<file path="src/rtl/cnu_row_sequencer_if.sv">
// Handshake and data bundle between the CNU row sequencer, the q/r memories and the
// loop-reduce datapath slice.
interface cnu_row_sequencer_if #(
  parameter int unsigned MAG_W = 8,
  parameter int unsigned IDX_W = 3
) ();
  logic             start;
  logic             busy;
  logic             done;
  logic             rd_en;
  logic [IDX_W-1:0] rd_col;
  logic             load_temp;
  logic             dp_sign;
  logic [MAG_W-1:0] dp_mag;
  logic             wr_en;
  logic             wr_ready;
  logic [IDX_W-1:0] wr_col;
  logic             wr_sign;
  logic [MAG_W-1:0] wr_mag;

  modport master (
    input  start, dp_sign, dp_mag, wr_ready,
    output busy, done, rd_en, rd_col, load_temp, wr_en, wr_col, wr_sign, wr_mag
  );

  modport slave (
    output start, dp_sign, dp_mag, wr_ready,
    input  busy, done, rd_en, rd_col, load_temp, wr_en, wr_col, wr_sign, wr_mag
  );
endinterface

</file>
<file path="src/rtl/cnu_row_sequencer.sv">
// Sequences one min-sum check-node row update: collect DEG (q,r) results, fold them into
// min1/min2/sign parity, then write back DEG offset-min-sum r messages.
module cnu_row_sequencer #(
  parameter int unsigned DEG    = 6,
  parameter int unsigned MAG_W  = 8,
  parameter int unsigned IDX_W  = 3,
  parameter int unsigned OFFSET = 0
) (
  input logic                  clk,
  input logic                  rst_n,
  cnu_row_sequencer_if.master  bus
);

  typedef enum logic [2:0] {StIdle, StCollect, StDrain, StWrite, StDone} state_e;

  localparam logic [IDX_W-1:0] LastCol   = IDX_W'(DEG - 1);
  localparam logic [IDX_W-1:0] OneCol    = IDX_W'(1);
  localparam logic [MAG_W-1:0] OffsetMag = MAG_W'(OFFSET);

  state_e             state_q, state_d;
  logic [IDX_W-1:0]   cnt_q, cnt_d;
  logic               init;

  logic               load_temp_q;
  logic [IDX_W-1:0]   idx1_q, idx2_q;
  logic               fold_q;

  logic [MAG_W-1:0]   min1_q, min2_q;
  logic [IDX_W-1:0]   min1_idx_q;
  logic               sign_prod_q;
  logic [2**IDX_W-1:0] sign_vec_q;

  logic               wr_active;
  logic [MAG_W-1:0]   sel_mag;

  always_comb begin
    state_d = state_q;
    cnt_d   = cnt_q;
    init    = 1'b0;
    unique case (state_q)
      StIdle: begin
        if (bus.start) begin
          state_d = StCollect;
          cnt_d   = '0;
          init    = 1'b1;
        end
      end
      StCollect: begin
        if (cnt_q == LastCol) begin
          state_d = StDrain;
          cnt_d   = '0;
        end else begin
          cnt_d = cnt_q + OneCol;
        end
      end
      StDrain: begin
        if (cnt_q == OneCol) begin
          state_d = StWrite;
          cnt_d   = '0;
        end else begin
          cnt_d = cnt_q + OneCol;
        end
      end
      StWrite: begin
        if (bus.wr_ready) begin
          if (cnt_q == LastCol) begin
            state_d = StDone;
            cnt_d   = '0;
          end else begin
            cnt_d = cnt_q + OneCol;
          end
        end
      end
      StDone:  state_d = StIdle;
      default: state_d = StIdle;
    endcase
  end

  always_ff @(posedge clk or negedge rst_n) begin
    if (!rst_n) begin
      state_q <= StIdle;
      cnt_q   <= '0;
    end else begin
      state_q <= state_d;
      cnt_q   <= cnt_d;
    end
  end

  // Two-deep valid/index pipe: datapath result for column k is valid two cycles after its read.
  always_ff @(posedge clk or negedge rst_n) begin
    if (!rst_n) begin
      load_temp_q <= 1'b0;
      idx1_q      <= '0;
      fold_q      <= 1'b0;
      idx2_q      <= '0;
    end else begin
      load_temp_q <= (state_q == StCollect);
      idx1_q      <= cnt_q;
      fold_q      <= load_temp_q;
      idx2_q      <= idx1_q;
    end
  end

  always_ff @(posedge clk or negedge rst_n) begin
    if (!rst_n) begin
      min1_q      <= '1;
      min2_q      <= '1;
      min1_idx_q  <= '0;
      sign_prod_q <= 1'b0;
      sign_vec_q  <= '0;
    end else if (init) begin
      min1_q      <= '1;
      min2_q      <= '1;
      min1_idx_q  <= '0;
      sign_prod_q <= 1'b0;
      sign_vec_q  <= '0;
    end else if (fold_q) begin
      // Strict compare: a tie keeps the earlier column as min1 and drops the new value to min2.
      if (bus.dp_mag < min1_q) begin
        min2_q     <= min1_q;
        min1_q     <= bus.dp_mag;
        min1_idx_q <= idx2_q;
      end else if (bus.dp_mag < min2_q) begin
        min2_q <= bus.dp_mag;
      end
      sign_vec_q[idx2_q] <= bus.dp_sign;
      sign_prod_q        <= sign_prod_q ^ bus.dp_sign;
    end
  end

  // All outputs decode flops only, so no input reaches an output combinationally.
  assign wr_active     = (state_q == StWrite);
  assign sel_mag       = (cnt_q == min1_idx_q) ? min2_q : min1_q;

  assign bus.busy      = (state_q != StIdle);
  assign bus.done      = (state_q == StDone);
  assign bus.rd_en     = (state_q == StCollect);
  assign bus.rd_col    = (state_q == StCollect) ? cnt_q : '0;
  assign bus.load_temp = load_temp_q;
  assign bus.wr_en     = wr_active;
  assign bus.wr_col    = wr_active ? cnt_q : '0;
  assign bus.wr_sign   = wr_active & (sign_prod_q ^ sign_vec_q[cnt_q]);
  assign bus.wr_mag    = (wr_active && (sel_mag > OffsetMag)) ? (sel_mag - OffsetMag) : '0;

endmodule

</file>
<file path="src/flat_wrapper.sv">
// flat-port wrapper written by rule: the top's interface ports become plain ports
module cnu_row_sequencer_flat 
#(
  parameter int unsigned DEG    = 6,
  parameter int unsigned MAG_W  = 8,
  parameter int unsigned IDX_W  = 3,
  parameter int unsigned OFFSET = 0
)
  (clk, rst_n, bus_start, bus_dp_sign, bus_dp_mag, bus_wr_ready, bus_busy, bus_done, bus_rd_en, bus_rd_col, bus_load_temp, bus_wr_en, bus_wr_col, bus_wr_sign, bus_wr_mag);
  cnu_row_sequencer_if #(.MAG_W(MAG_W), .IDX_W(IDX_W)) bus_i ();
  input logic clk;
  input logic rst_n;
  input wire logic [$bits(bus_i.start)-1:0] bus_start;
  input wire logic [$bits(bus_i.dp_sign)-1:0] bus_dp_sign;
  input wire logic [$bits(bus_i.dp_mag)-1:0] bus_dp_mag;
  input wire logic [$bits(bus_i.wr_ready)-1:0] bus_wr_ready;
  output wire logic [$bits(bus_i.busy)-1:0] bus_busy;
  output wire logic [$bits(bus_i.done)-1:0] bus_done;
  output wire logic [$bits(bus_i.rd_en)-1:0] bus_rd_en;
  output wire logic [$bits(bus_i.rd_col)-1:0] bus_rd_col;
  output wire logic [$bits(bus_i.load_temp)-1:0] bus_load_temp;
  output wire logic [$bits(bus_i.wr_en)-1:0] bus_wr_en;
  output wire logic [$bits(bus_i.wr_col)-1:0] bus_wr_col;
  output wire logic [$bits(bus_i.wr_sign)-1:0] bus_wr_sign;
  output wire logic [$bits(bus_i.wr_mag)-1:0] bus_wr_mag;
  assign bus_i.start = bus_start;
  assign bus_i.dp_sign = bus_dp_sign;
  assign bus_i.dp_mag = bus_dp_mag;
  assign bus_i.wr_ready = bus_wr_ready;
  assign bus_busy = bus_i.busy;
  assign bus_done = bus_i.done;
  assign bus_rd_en = bus_i.rd_en;
  assign bus_rd_col = bus_i.rd_col;
  assign bus_load_temp = bus_i.load_temp;
  assign bus_wr_en = bus_i.wr_en;
  assign bus_wr_col = bus_i.wr_col;
  assign bus_wr_sign = bus_i.wr_sign;
  assign bus_wr_mag = bus_i.wr_mag;
  cnu_row_sequencer #(.DEG(DEG), .MAG_W(MAG_W), .IDX_W(IDX_W), .OFFSET(OFFSET)) u_core (.clk(clk), .rst_n(rst_n), .bus(bus_i));
endmodule
</file>
<file path="config.mk">
export PLATFORM = sky130hd
export DESIGN_NAME = cnu_row_sequencer_flat
export DESIGN_NICKNAME = d
export VERILOG_FILES = /design/src/rtl/cnu_row_sequencer_if.sv /design/src/rtl/cnu_row_sequencer.sv /design/src/flat_wrapper.sv
export SDC_FILE = /design/constraint.sdc
export NUM_CORES = 1
export LEC_CHECK = 0
export ABC_AREA = 1
export CORE_MARGIN = 8
export CORE_UTILIZATION = 40
export CTS_BUF_LIST = sky130_fd_sc_hd__clkbuf_4
export CTS_CLUSTER_SIZE = 30
export DETAILED_ROUTE_END_ITERATION = 8
export PLACE_DENSITY = 0.7
export SYNTH_ARGS = -nofsm -noshare
export SYNTH_HDL_FRONTEND = slang
export SYNTH_SLANG_ARGS = --single-unit
</file>
<file path="constraint.sdc">
create_clock -name clk -period 1.8 [get_ports clk]
set_input_delay 0.45 -clock clk [delete_from_list [all_inputs] [get_ports clk]]
set_output_delay 0.45 -clock clk [all_outputs]
set_load 0.005 [all_outputs]
</file>
# Yosys cells after proc, flatten, opt, wreduce, memory -nomap -nowiden
# Index checks and enable logic that the tools add are counted.
# totals
in_bits	13
register_bits	42
# classes
reduce_logical	12
muxes	36
bitwise_logic	3
n_eq_ne	12
add_sub_neg	1
n_lt_le_gt_ge	6
# op_table
operator	n
$mux 8	11
$mux 3	14
$pmux 3 s4	2
$lt 8x8->1	2
$bwmux 8	1
$gt 8x1->1 const B	1
$lt 3x4->1 const B	2
$eq 3x1->1 const B	2
$eq 3x2->1 const B	2
$eq 3x3->1 const B	2
$mux 1	6
$ne 2x2->1 const B	3
$reduce_bool 3->1	2
$reduce_and 5->1	1
$ne 2x1->1 const B	2
$reduce_and 2->1	2
$reduce_bool 2->1	2
$reduce_bool 4->1	1
$add 3x1->3 const B	1
$bmux 1 s3	1
$demux 1 s3	1
$eq 3x3->1	1
$ge 3x1->1 const B	1
$logic_not 3->1	1
4 further kinds	6

# Logic depth before layout (Yosys ltp)
# Gate-level depths: netlist of run 1.
# logic_depth
ltp_word	7
ltp_mapped	13
ltp_nobuf	12

# Worst setup path after synthesis of run 1
# OpenSTA, ideal clock, no wires.
# synth_timing
path_kind	register -> output
start	register u_core.cnt_q[1]
end	output bus_wr_mag[1]
stages_incl_launch_ff	11
required_time_ps	1350
setup_slack_ps	-31
arrival_ps	1381
cell_sequence	dfrtp_1 -> buf_6 -> xnor2_4 -> nand3_4 -> nand2_1 -> nand2_1 -> nand2_1 -> nor2_2 -> nand2_2 -> nand2_4 -> nor2_1
# synth_via
elab_chain_len	5
# synth_rtl
item	line_no	source
start, declared	cnu_row_sequencer.sv:21	logic [IDX_W-1:0] cnt_q, cnt_d;
start signal, assigned	cnu_row_sequencer.sv:85	cnt_q <= cnt_d;
$eq 3x3->1 (*)	cnu_row_sequencer.sv:133	assign sel_mag = (cnt_q == min1_idx_q) ? min2_q : min1_q;
$mux 8 (*)	cnu_row_sequencer.sv:133	
$gt 8x1->1	cnu_row_sequencer.sv:143	assign bus.wr_mag = (wr_active && (sel_mag > OffsetMag)) ? (sel_mag - OffsetMag) : '0;
$logic_and 1x1->1	cnu_row_sequencer.sv:143	
$mux 8 (*)	cnu_row_sequencer.sv:143	
end, declared	flat_wrapper.sv:25	output wire logic [$bits(bus_i.wr_mag)-1:0] bus_wr_mag;
# Every way passes the cells marked *; elsewhere a longest branch is shown, timed or not.

# Final worst setup path of run 1
# layout_timing
start	register u_core.cnt_q[1]
end	output bus_wr_mag[7]
# The elaborated chain is that of the path after synthesis.

==> flow_summary_export.csv, run 1 <==
group,metric,value,unit
global_route,antenna_found_initial,0,
sta,finalHoldViolCount,0,
finish,area_growth_syn_to_layout,66.0,%
route,vias_per_cell,5.26,
finish,nFillCells,454,
finish,final_layout_size_suffix_gt1_share,54.2,%
route,remaining_drc_errors,0,
critical_path,slowest_delay,0.45,ns
cts,clockRootBuffer,"clkbuf_4",
sta,grt_setup_unrepaired,"yes",
power_and_ir_drop,clockPowerShare,6.3,%
synthesis,synth_simple_gate_area_share,33.7,%
route,num_vias,2860,
die,placementRows,29,
die,die_w,96.4,um
die,die_area,0.00929,mm^2
placed_design,placed_area,0.00349,mm^2
synthesis,synth_edf_count,0,
placed_design,place_congestion,0.870,
die,pin_count,33,
synthesis,synthArstFlopShare,100,%
sta,relSlewSlack,68.8,%
power_and_ir_drop,swShare,45.4,%
cts,clkLatencyLatePin,0.36,ns
placed_design,port_buffers,32,
global_route,grt_usage,17.9,%
finish,final_area,0.00429,mm^2
route,firstDrtPassIters,4,
placed_design,place_inst,514,
finish,diodes,0,
power_and_ir_drop,internal_power,4.37,mW
synthesis,post_synth.cell_area_avg,7.51,um^2
synthesis,synth_seq_cells,42,
job,drv_cap,0,
finish,multi_input_area,0.00184,mm^2
die,start_util,40.9,%
synthesis,synth_top_family_by_area,"simple AND/OR/NAND/NOR gates",
sta,finClkSkew,0.00642,ns
critical_path,worstSetupStartpointType,"register",
critical_path,cp_common_cell,"nand2_2",
sta,finalSetupViolations,35,
sta,hold_ws,0.0198,ns
cts,htree_num_levels,2,
power_and_ir_drop,p_seq_share,21.6,%
finish,utilization,68.0,%
route,routedWlPerCell,15.9,um
synthesis,ys_warn_count,0,
cts,path_clk_slew,0.13,ns
power_and_ir_drop,peakVddDrop,0.00108,V
critical_path,endpoint_kind,"primary output",
die,coreArea,0.00631,mm^2
global_route,overflow,0,
synthesis,yosys_most_used_dff,"dfrtp_1",
sta,drv_slew,0,
cts,hold_buffers,0,
placed_design,dp_hpwl,5530,um
synthesis,ys_types,32,
cts,cts_made_buffers,5,
run_status,violations,"negative setup slack",
cts,cts_buffer_depth,2,
synthesis,syn_area,0.00258,mm^2
synthesis,synthMuxAreaShare,0,%
global_route,grt_max_degree,31,
run_status,status,"finished, violations left",
critical_path,crit_type,"reg2out",
synthesis,synthAdderAreaFrac,6.78,%
sta,tightest_slew,0.468,ns
sta,post-route-period-util,137,%
power_and_ir_drop,p_comb_share,72.2,%
critical_path,crit_path_cell_trace,"buf_12, xnor2_4, buf_12, nand4_1, nand2_2, nand2_2, nor2_2, nand2_2, nand2_4, nor2_1, buf_2",
synthesis,synth_fp_nets,371,
finish,finalNetCount,493,
critical_path,critPathRequiredTime,1.35,ns
finish,finalNonFillerCells,544,
power_and_ir_drop,p_sw,3.63,mW
route,ant_nets,0,
finish,seq_area,0.00107,mm^2
sta,fin_ws,-0.663,ns
power_and_ir_drop,leakage,2.12,nW
route,wl,8640,um
route,drtIter0Drc,149,
power_and_ir_drop,power_density,1860,mW/mm^2
cts,cts_sinks,42,
synthesis,synth_xor_area_share,1.40,%
synthesis,postSynthCellCount,344,
min_path,hold_class,"in2async",
placed_design,preCtsSetupSlack,-0.535,ns
critical_path,crit_slowest_cell,"dfrtp_2",
global_route,grt_pass1_vias,2758,
cts,cts_tree,"done",
sta,max_freq,0.406,GHz
synthesis,synth_compound_area_share,9.24,%
synthesis,ys_seq_area_share,41.4,%
critical_path,crit_fanout,8,
critical_path,crit_arrival,2.01,ns
die,die_h,96.4,um
sta,fin_crit,2.46,ns
global_route,grt_pass1_wl,13000,um
repair_timing:
item / in CTS / in global routing
pin swaps: 47 / 46
setup endpoints to repair: 38 / 37
setup buffers: 16 / 11
gates resized for setup: 167 / 79
worst max-delay path, delay by kind of cell, from the launching register on:
family                 cells  cell delay (ns)
AND/OR/NAND/NOR            7             0.62
XOR/XNOR                   1             0.19
flip-flops                 1             0.45
buffers and inverters      3             0.39
Yosys cell counts, types with 2 or more instances:
cell type	n	area, um^2
inv_1	36	135
o21ai_0	16	80.1
nor4_1	6	37.5
nor2_2	2	12.5
dfrtp_1	26	651
o21ai_1	4	20.0
ha_1	14	175
a21oi_1	20	100
clkbuf_1	3	11.3
nor2_1	53	199
nand4_1	17	106
dfstp_2	16	420
nor3_1	4	20.0
buf_2	3	15.0
nand2_4	2	22.5
nand2_2	3	18.8
nand2_1	79	297
nand3_1	25	125
inv_2	2	7.51
cell type report:
class | instances | share of cell area [%]
clock buffers | 6 | 1.05
clock inverters | 2 | 0.321
inverters | 39 | 3.70
multi-input cells | 255 | 42.9
flip-flops and latches | 42 | 25.0
well taps | 77 | 2.24
repair buffers | 123 | 24.8
state kept, by name, summed over array words and instances, names as in the netlist:
name / flops
u_core.bus.load_temp: 1
u_core.cnt_q: 3
u_core.fold_q: 1
u_core.idx1_q: 3
u_core.idx2_q: 3
u_core.min1_idx_q: 3
u_core.min1_q: 8
u_core.min2_q: 8
u_core.sign_prod_q: 1
u_core.sign_vec_q: 8
u_core.state_q: 3
cell usage in the layout, fill, tap and decap left out, types with 2 or more instances in the layout:
master	instances
dlymetal6s2s_1	3
inv_2	10
nand4_1	17
nor2_4	8
nand3_2	16
inv_1	24
buf_6	24
o21ai_0	12
nor4_1	6
nand2_1	54
nand3_4	3
buf_12	4
buf_4	65
nor2_1	30
clkinv_4	2
ha_1	4
nand3_1	8
o21ai_2	6
buf_2	16
nor2_2	17
inv_4	3
nand2_2	21
dfrtp_1	25
nand2_4	8
a21oi_2	7
clkbuf_4	6
a21oi_1	12
nor3_1	3
clkdlybuf4s50_1	8
o21ai_1	3
dfstp_2	16
ha_4	10
logic make-up after synthesis:
kind of cell / after synthesis
flops: 42
fa+ha+maj: 14
simple gates: 194
xor+xnor: 2
compound gates: 45
buf+inv: 47
through the flow:
step	power [mW]	TNS (ns)
final	8.00	-7.44
after global routing	8.56	-10.48
after CTS	7.14	-6.78
after detailed placement	5.81	-13.72
after global placement	5.70	-13.38
after floorplan	3.90	0
metal layers:
metal / track usage (%) / wire (um)
met5: 0 / 0
met4: 5.93 / 211
met2: 29.2 / 4250
met1: 22.9 / 3660
met3: 4.02 / 516
power by group through the flow:
stage / clock network [mW] / logic [mW] / registers, mW
finish: 0.502 / 5.77 / 1.73
global route: 0.541 / 6.26 / 1.76
CTS: 0.501 / 4.94 / 1.70
detailed placement: 0 / 4.10 / 1.70
global placement: 0 / 4.02 / 1.68
floorplan: 0 / 2.23 / 1.67
final timing paths:
kind	from	endpoint	slack, ns	depth (start not counted)
max	u_core.cnt_q[1]	bus_wr_mag[7]	-0.66	11
min	rst_n	u_core.sign_vec_q[7]	0.02	1
max reg2reg	u_core.min1_q[4]	u_core.min1_q[6]	-0.11	11
min reg2reg	u_core.idx1_q[0]	u_core.idx2_q[0]	0.36	0
max in group asynchronous	rst_n	u_core.min2_q[3]	1.21	2
min in group clk	u_core.idx1_q[0]	u_core.idx2_q[0]	0.36	0
(Power assumes the default switching activity.)
==> run 2, diff against run 1 <==
--- a/config.mk
+++ b/config.mk
@@ -6,12 +6,13 @@
 export NUM_CORES = 1
 export LEC_CHECK = 0
 export ABC_AREA = 1
+export CORE_ASPECT_RATIO = 0.75
 export CORE_MARGIN = 8
 export CORE_UTILIZATION = 40
 export CTS_BUF_LIST = sky130_fd_sc_hd__clkbuf_4
 export CTS_CLUSTER_SIZE = 30
 export DETAILED_ROUTE_END_ITERATION = 8
-export PLACE_DENSITY = 0.7
+export PLACE_DENSITY_LB_ADDON = 0.15
 export SYNTH_ARGS = -nofsm -noshare
 export SYNTH_HDL_FRONTEND = slang
 export SYNTH_SLANG_ARGS = --single-unit
==> run 2 against run 1 <==
Against the previous run: clock power is 30% higher; count of clock-buffer cells in the layout unchanged; routed wire length down 3.1%; largest power group unchanged; combinational power is 4.7% lower; clock skew increased by 0.0047 ns; register-to-register slack improved by 0.08 ns; worst setup slack improved by 0.050 ns; largest cell class unchanged; global-route usage grew 0.23 points; power down 1.1%; highest routed layer unchanged; worst hold slack improved by 0.0068 ns; sequential cell count did not move; cell area shrank 2.7%; the flow still finishes with violations (negative setup slack).
==> flow_summary_export.csv, run 2 (synthesis gave the netlist of run 1 again) <==
group,metric,value,unit
run_status,status,"finished, violations left",
run_status,violations,"negative setup slack",
sta,fin_ws,-0.612,ns
route,remaining_drc_errors,0,
critical_path,crit_fanout,8,
job,drv_cap,0,
critical_path,r2r_cells,12,
sta,tightest_slew,0.345,ns
power_and_ir_drop,p_sw,3.52,mW
sta,finClkSkew,0.0111,ns
critical_path,worstSetupStartpointType,"register",
die,die_h,85.6,um
placed_design,place_inst,517,
route,vias_per_cell,5.07,
route,ant_nets,0,
critical_path,crit_arrival,1.96,ns
finish,nFillCells,520,
sta,finalHoldViolCount,0,
placed_design,placed_area,0.00349,mm^2
die,pin_count,33,
critical_path,ff2ff_setup_slack,-0.03,ns
critical_path,endpoint_kind,"primary output",
sta,fin_setup_tns,-6.30,ns
power_and_ir_drop,power_density,1890,mW/mm^2
global_route,overflow,0,
sta,grt_setup_unrepaired,"yes",
power_and_ir_drop,p_comb_share,69.5,%
global_route,grt_max_degree,43,
placed_design,place_congestion,0.866,
route,firstDrtPassIters,4,
cts,cts_sinks,42,
sta,post-route-period-util,134,%
critical_path,regToRegEndpoint,"u_core.min1_q[5]",
critical_path,crit_type,"reg2out",
critical_path,reg2reg_from,"u_core.min1_q[1]",
finish,finalNonFillerCells,550,
finish,diodes,0,
route,wl,8370,um
power_and_ir_drop,clockPowerShare,8.3,%
die,die_w,109,um
cts,htree_num_levels,2,
critical_path,crit_start,"u_core.min1_idx_q[1]",
cts,clockRootBuffer,"clkbuf_4",
power_and_ir_drop,p_seq_share,22.2,%
route,wl_met2,3610,um
route,wl_met3,526,um
power_and_ir_drop,swShare,44.5,%
sta,max_freq,0.415,GHz
cts,cts_buffer_depth,2,
route,drtIter0Drc,223,
finish,seq_area,0.00107,mm^2
critical_path,critPathRequiredTime,1.35,ns
route,top_layer_used,"met4",
critical_path,endpoint,"bus_wr_mag[5]",
finish,finalNetCount,495,
power_and_ir_drop,leakage,2.10,nW
global_route,grt_usage,18.1,%
global_route,grt_pass1_wl,13400,um
sta,drv_slew,0,
sta,fin_crit,2.41,ns
die,placementRows,25,
power_and_ir_drop,p_total,7.91,mW
placed_design,preCtsSetupSlack,-0.566,ns
die,die_area,0.00932,mm^2
global_route,grt_pass1_vias,2696,
sta,hold_ws,0.0266,ns
finish,multi_input_area,0.00171,mm^2
finish,final_layout_size_suffix_gt1_share,50.5,%
cts,path_clk_slew,0.14,ns
route,routedWlPerCell,15.2,um
die,coreArea,0.00629,mm^2
finish,layout_common_cells,"68 x buf_4, 59 x nand2_1, 37 x nor2_1",
power_and_ir_drop,internal_power,4.39,mW
power_and_ir_drop,peakVddDrop,0.000883,V
cts,hold_buffers,0,
die,start_util,41.1,%
finish,reg_top3,"u_core.min1_q (8), u_core.min2_q (8), u_core.sign_vec_q (8)",
placed_design,dp_hpwl,5730,um
route,num_vias,2788,
min_path,hold_class,"in2async",
cts,cts_tree,"done",
cts,cts_made_buffers,5,
sta,finalSetupViolations,31,
placed_design,port_buffers,32,
finish,area_growth_syn_to_layout,61.6,%
finish,final_area,0.00418,mm^2
finish,final_common_cell,"buf_4",
sta,relSlewSlack,76.8,%
global_route,antenna_found_initial,0,
route,met1_length,4140,um
cts,clkLatencyLatePin,0.36,ns
finish,utilization,66.4,%
## run 2: changes by cell type in the layout (fill, tap and decap cells not counted), moves of 3 or more
| cell | before | now |
|---|---|---|
| nor2_1 | 30 | 37 |
| ha_1 | 4 | 8 |
| nand2_2 | 21 | 18 |
| buf_4 | 65 | 68 |
| nand2_1 | 54 | 59 |
| nor2_2 | 17 | 12 |
| nand3_2 | 16 | 10 |
| ha_4 | 10 | 6 |
| nand3_1 | 8 | 14 |
## run 2: how the worst min path moves through the flow
| stage | cells past startpoint | end | slack, ns | from |
|---|---|---|---|---|
| floorplan | 0 | u_core.bus.load_temp | 0.15 | rst_n |
| global placement | 0 | u_core.idx2_q[1] | 0.33 | u_core.idx1_q[1] |
| detailed placement | 0 | u_core.idx2_q[0] | 0.34 | u_core.idx1_q[0] |
| CTS | 2 | u_core.idx1_q[0] | 0.04 | rst_n |
| global route | 2 | u_core.idx1_q[0] | 0.03 | rst_n |
| finish | 2 | u_core.state_q[1] | 0.03 | rst_n |
## run 2: critical path, cell delays in order (launching register included)
cell     delay (ns)
dfrtp_2        0.47
xnor2_4        0.26
buf_6          0.14
nand4_1        0.07
nand2_1        0.10
nand2_1        0.08
nor2_2         0.14
nand2_2        0.07
nand2_4        0.11
nor2_1         0.05
buf_2          0.12
## run 2: area by class of cell
type                            count  share of cell area, %
Multi-Input combinational cell    255                   40.9
Sequential cell                    42                   25.7
Timing Repair Buffer              125                   25.2
Inverter                           39                   3.80
Tap cell                           81                   2.43
Clock buffer                        6                   1.08
Clock inverter                      2                  0.869
## run 2: what timing repair did
item	CTS	global route
buffers inserted	17	18
gates resized for setup	153	67
gates cloned	0	0
pin swaps	32	43
endpoints found under the setup margin	38	43
## run 2: layer usage
| metal | vias to the layer above | global-route usage, % |
|---|---|---|
| met4 | 0 | 4.46 |
| met1 | 1326 | 26.3 |
| li1 | 1384 | - |
| met5 | - | 0 |
| met2 | 69 | 26.1 |
| met3 | 9 | 4.27 |
## run 2: power by group through the flow
stage                     logic (mW)  registers (mW)  clock network (mW)
after floorplan                 2.23            1.67                   0
after global placement          4.06            1.72                   0
after detailed placement        4.12            1.73                   0
after CTS                       4.84            1.73               0.666
after global routing            6.05            1.80               0.702
final                           5.50            1.76               0.654
==> RTL edit 1, RTL diff (config.mk and constraints of run 1) <==
The 5 states of `state_e` get a one-hot encoding in 5 bits.
--- a/src/rtl/cnu_row_sequencer.sv
+++ b/src/rtl/cnu_row_sequencer.sv
@@ -11,7 +11,7 @@
   cnu_row_sequencer_if.master  bus
 );
 
-  typedef enum logic [2:0] {StIdle, StCollect, StDrain, StWrite, StDone} state_e;
+  typedef enum logic [4:0] {StIdle = 5'b00001, StCollect = 5'b00010, StDrain = 5'b00100, StWrite = 5'b01000, StDone = 5'b10000} state_e;
 
   localparam logic [IDX_W-1:0] LastCol   = IDX_W'(DEG - 1);
   localparam logic [IDX_W-1:0] OneCol    = IDX_W'(1);
Behaviour: same outputs for any inputs over 10 cycles, from zero or initial values and one cycle with rst_n low; not proved beyond that.
==> RTL edit 1 against run 1 <==
- sequential cell count up 2
- first-iteration DRC count up 15%
- setup slack better by 82 ps
- the flow still finishes with violations (setup timing)
- critical path type unchanged
- synthesized cell count up 7.8%
- highest routed layer unchanged
- via count up 11%
- wire length up 12%
- cell area up 3.4%
- clock power down 4%
- area after synthesis up 7.2%
- power down 4.7%
==> RTL edit 1: results (changes against run 1) <==
worst hold path type in2async; Final Setup Violations 44 (+26%); GR Util All Layers 17.6% (-0.25 points); non-filler instance count after layout 582 (+7.0%); failing checks setup timing; initial antenna violation count 0 (unchanged); setup TNS -9630 ps (-2190 ps); hold_ws 57.0 ps (+37.2 ps); post-DR vias/cell 5.44 (+3.5%); dpl cells 545 (+6.0%); status complete, but fails checks; pin count of the biggest net entering global routing 25 (-19%); Inserted Clock Buffers 5 (unchanged); vias in the first global route 2971 (+7.7%); CTS clock-pin slew for the worst setup and hold paths 130 ps (about the same); Slew @ Worst Pin 544 ps (+76.3 ps); adder-cell share of the synthesized area 6.32% (-0.46 points); LEAKAGE 0.00219 uW (+3.5%); Critical Path Sink bus_wr_mag[5]; final core utilization 65.7% (-2.3 points); CP arrival 1930 ps (-80 ps); Reg-to-Reg End u_core.state_q[3]$_DFFE_PN0P_; HPWL Detailed 6010 um (+8.6%); Setup Skew 19.6 ps (+13.1 ps); worst reg2reg path depth 12 (+1); synthesized area per cell 7.47 um2 (-0.59%); Starting DRT DRC Count 172 (+15%); worst r2r src u_core.state_q[1]$_DFFE_PN0P_; post-synthesis compound-gate area fraction 10.1% (+0.87 points); PnR worst setup slack -581 ps (+82.1 ps); final net count 528 (+7.1%); Post-Syn Nets 398 (+7.3%); crit path launch u_core.min1_idx_q[1]$_DFFE_PN0P_; Seq/Total Area, Yosys 40.5% (-0.94 points); xor/xnor share of the synthesized area 1.63% (+0.22 points); drt total wl 9720 um (+12%); main area contributors after synthesis dfrtp_1 (24%), dfstp_2 (16%), nand2_1 (14%); Clock Latency Late Sink 360 ps (about the same); global-route wire length before repair 14200 um (+9.2%)
-- RTL edit 1: cell count changes in the layout (fill, tap and decap cells not counted), moves of 5 or more --
cell and delta:
nand2_1 +18, nand3_1 +16, nand3_2 -13, o21ai_1 +12, nor2_2 -11, a21oi_1 -7
buf_6 +6, nor2_1 -6, nor4_1 -6, buf_4 +5, inv_1 +5
-- RTL edit 1: final cells by class --
type | count | share of cell area [%]
Multi-Input combinational cell | 271 | 41.7
Sequential cell | 44 | 25.4
Timing Repair Buffer | 131 | 25.1
Inverter | 47 | 4.23
Tap cell | 80 | 2.25
Clock buffer | 6 | 1.01
Clock inverter | 2 | 0.169
Timing Repair inverter | 1 | 0.169
-- RTL edit 1: routing by layer --
layer  global-route usage, %  wire (um)
met5                       0          0
met4                    8.96        386
met2                    29.0       4700
met1                    20.9       3900
met3                    4.40        733
-- RTL edit 1: kinds of logic after synthesis --
kind of cell | count (synthesis)
AOI/OAI and AO/OA | 54
and+or+nand+nor | 200
xor gates and xnor gates | 3
DFF | 44
adders and majority gates | 14
buffers and inverters | 56
-- RTL edit 1: critical path, stage by stage, from the launching register on --
cell and delay (ps):
dfrtp_2 460, xnor2_4 260, buf_6 140, nand4_1 90, nand2_1 100, nand2_1 50
nor2_1 120, nand2_2 70, nand2_4 90, nor2_1 50, buf_2 120
-- RTL edit 1: where the power goes --
group	leakage (uW)	switching (uW)	internal [uW]	total (uW)
sequential	0.000545	255	1460	1710
combinational	0.00162	2840	2590	5430
clock	0.0000307	322	160	482
total	0.00219	3420	4210	7620
-- RTL edit 1: repair_timing --
item,4_1_cts,5_1_grt
gates cloned,1,1
pin swaps,44,39
gates resized for setup,168,85
hold buffers,0,0
setup endpoints to repair,38,45
buffers inserted,16,15
==> RTL edit 2, RTL diff (config.mk and constraints of run 1) <==
Made on the original files. `IDX_W` is set to 3 in 3 places; all go to 4.
--- a/src/rtl/cnu_row_sequencer_if.sv
+++ b/src/rtl/cnu_row_sequencer_if.sv
@@ -2,7 +2,7 @@
 // loop-reduce datapath slice.
 interface cnu_row_sequencer_if #(
   parameter int unsigned MAG_W = 8,
-  parameter int unsigned IDX_W = 3
+  parameter int unsigned IDX_W = 4
 ) ();
   logic             start;
   logic             busy;
--- a/src/rtl/cnu_row_sequencer.sv
+++ b/src/rtl/cnu_row_sequencer.sv
@@ -3,7 +3,7 @@
 module cnu_row_sequencer #(
   parameter int unsigned DEG    = 6,
   parameter int unsigned MAG_W  = 8,
-  parameter int unsigned IDX_W  = 3,
+  parameter int unsigned IDX_W  = 4,
   parameter int unsigned OFFSET = 0
 ) (
   input logic                  clk,
--- a/src/flat_wrapper.sv
+++ b/src/flat_wrapper.sv
@@ -3,7 +3,7 @@
 #(
   parameter int unsigned DEG    = 6,
   parameter int unsigned MAG_W  = 8,
-  parameter int unsigned IDX_W  = 3,
+  parameter int unsigned IDX_W  = 4,
   parameter int unsigned OFFSET = 0
 )
   (clk, rst_n, bus_start, bus_dp_sign, bus_dp_mag, bus_wr_ready, bus_busy, bus_done, bus_rd_en, bus_rd_col, bus_load_temp, bus_wr_en, bus_wr_col, bus_wr_sign, bus_wr_mag);
Ports: changed (resized bus_rd_col and bus_wr_col); port bits go from 33 to 35. The function was not compared with the original's and may differ.
==> RTL edit 2 against run 1 <==
- the run still ends with setup timing left
- area after synthesis increased by 24%
- setup slack got worse by 93 ps
- clock skew increased by 9.8 ps
- clock power increased by 17%
- maximum frequency decreased by 3.6%
- power increased by 22%
- sequential power increased by 23%
- wire length increased by 24%
- cell area increased by 15%
- via count increased by 23%
- sequential cell count increased by 12
- die area increased by 20%
- first-iteration DRC count increased by 97%
- critical endpoint unchanged
- largest cell class unchanged
- largest power group unchanged
- highest routed layer unchanged
==> RTL edit 2: results (changes against run 1) <==
M3 GR Usage 3.47% (-0.55 points); dpl cells 619 (+20%); Clock Latency Late Sink 390 ps (+30 ps); Post-Syn Nets 451 (+22%); TritonRoute pass-1 iters 5 (+1); vias in the first global route 3432 (+24%); Yosys reg bits 54 (+29%); well-tap cell count 102 (+32%); Seq/Total Area, Yosys 42.9% (+1.5 points); Vias 3510 (+23%); routability cong. 0.852 (-2.0%); Reg area 1370 um2 (+28%); clock-cell share of area 1.27% (-0.10 points); Flop pwr share 21.8% (+0.2 points); non-filler instance count after layout 653 (+20%); status complete, but fails checks; CTS clock-pin slew for the worst setup and hold paths 170 ps (+40 ps); Comb group 7060 uW (+22%); Max rail drop VDD 0.987 mV (-8.5%); Largest regs u_core.sign_vec_q: 16 flops, u_core.min1_q: 8 flops, u_core.min2_q: 8 flops; crit path launch u_core.cnt_q[0]$_DFFE_PN0P_; M1 GR Usage 20.3% (-2.6 points); Psw 4610 uW (+27%); PnR worst setup slack -756 ps (-93.2 ps); Wirelength per Cell 16.4 um (+3.4%); Inverters 42 (+7.7%); bufs w/o clock 129 (+4.9%); # fillers 602 (+33%); Slew @ Worst Pin 497 ps (+29.2 ps); Final Setup Violations 37 (+5.7%); post-placement setup slack -667 ps (-132 ps); dpl cell area 4200 um2 (+20%); failing checks setup timing; worst r2r src u_core.min1_q[3]$_DFFE_PN1P_; GR Util All Layers 17.5% (-0.38 points); Starting DRT DRC Count 294 (+97%); layout cell share with drive strength beyond 1 47.2% (-7.0 points); setup TNS -11020 ps (-3580 ps); CP arrival 2110 ps (+100 ps); NonClk Buf Share 22.1% (-2.7 points); met2 wire length 5570 um (+31%); wire length on met1 4240 um (+16%); CP peak stage delay 480 ps (+30 ps); multi-input logic area 2110 um2 (+15%)
[RTL edit 2: kinds of logic (layout without fill, tap and decap cells)]
group / count (synthesis) / count (layout) / synth area share [%]
and+or+nand+nor: 230 / 233 / 32.9
adders and majority gates: 16 / 16 / 6.26
DFF: 54 / 54 / 42.9
buffers and inverters: 53 / 179 / 6.58
AOI/OAI and AO/OA: 68 / 68 / 11.1
xor gates and xnor gates: 1 / 1 / 0.274
[RTL edit 2: final timing paths]
kind | end | slack (ps) | cells after the start
max | bus_wr_mag[7] | -760 | 13
min | u_core.sign_vec_q[15]$_DFFE_PN0P_ | 10 | 2
max reg2reg | u_core.min2_q[2]$_DFFE_PN1P_ | -240 | 13
min reg2reg | u_core.idx2_q[0]$_DFF_PN0_ | 380 | 0
max in group asynchronous | u_core.min1_q[1]$_DFFE_PN1P_ | 1470 | 2
min in group clk | u_core.idx2_q[0]$_DFF_PN0_ | 380 | 0
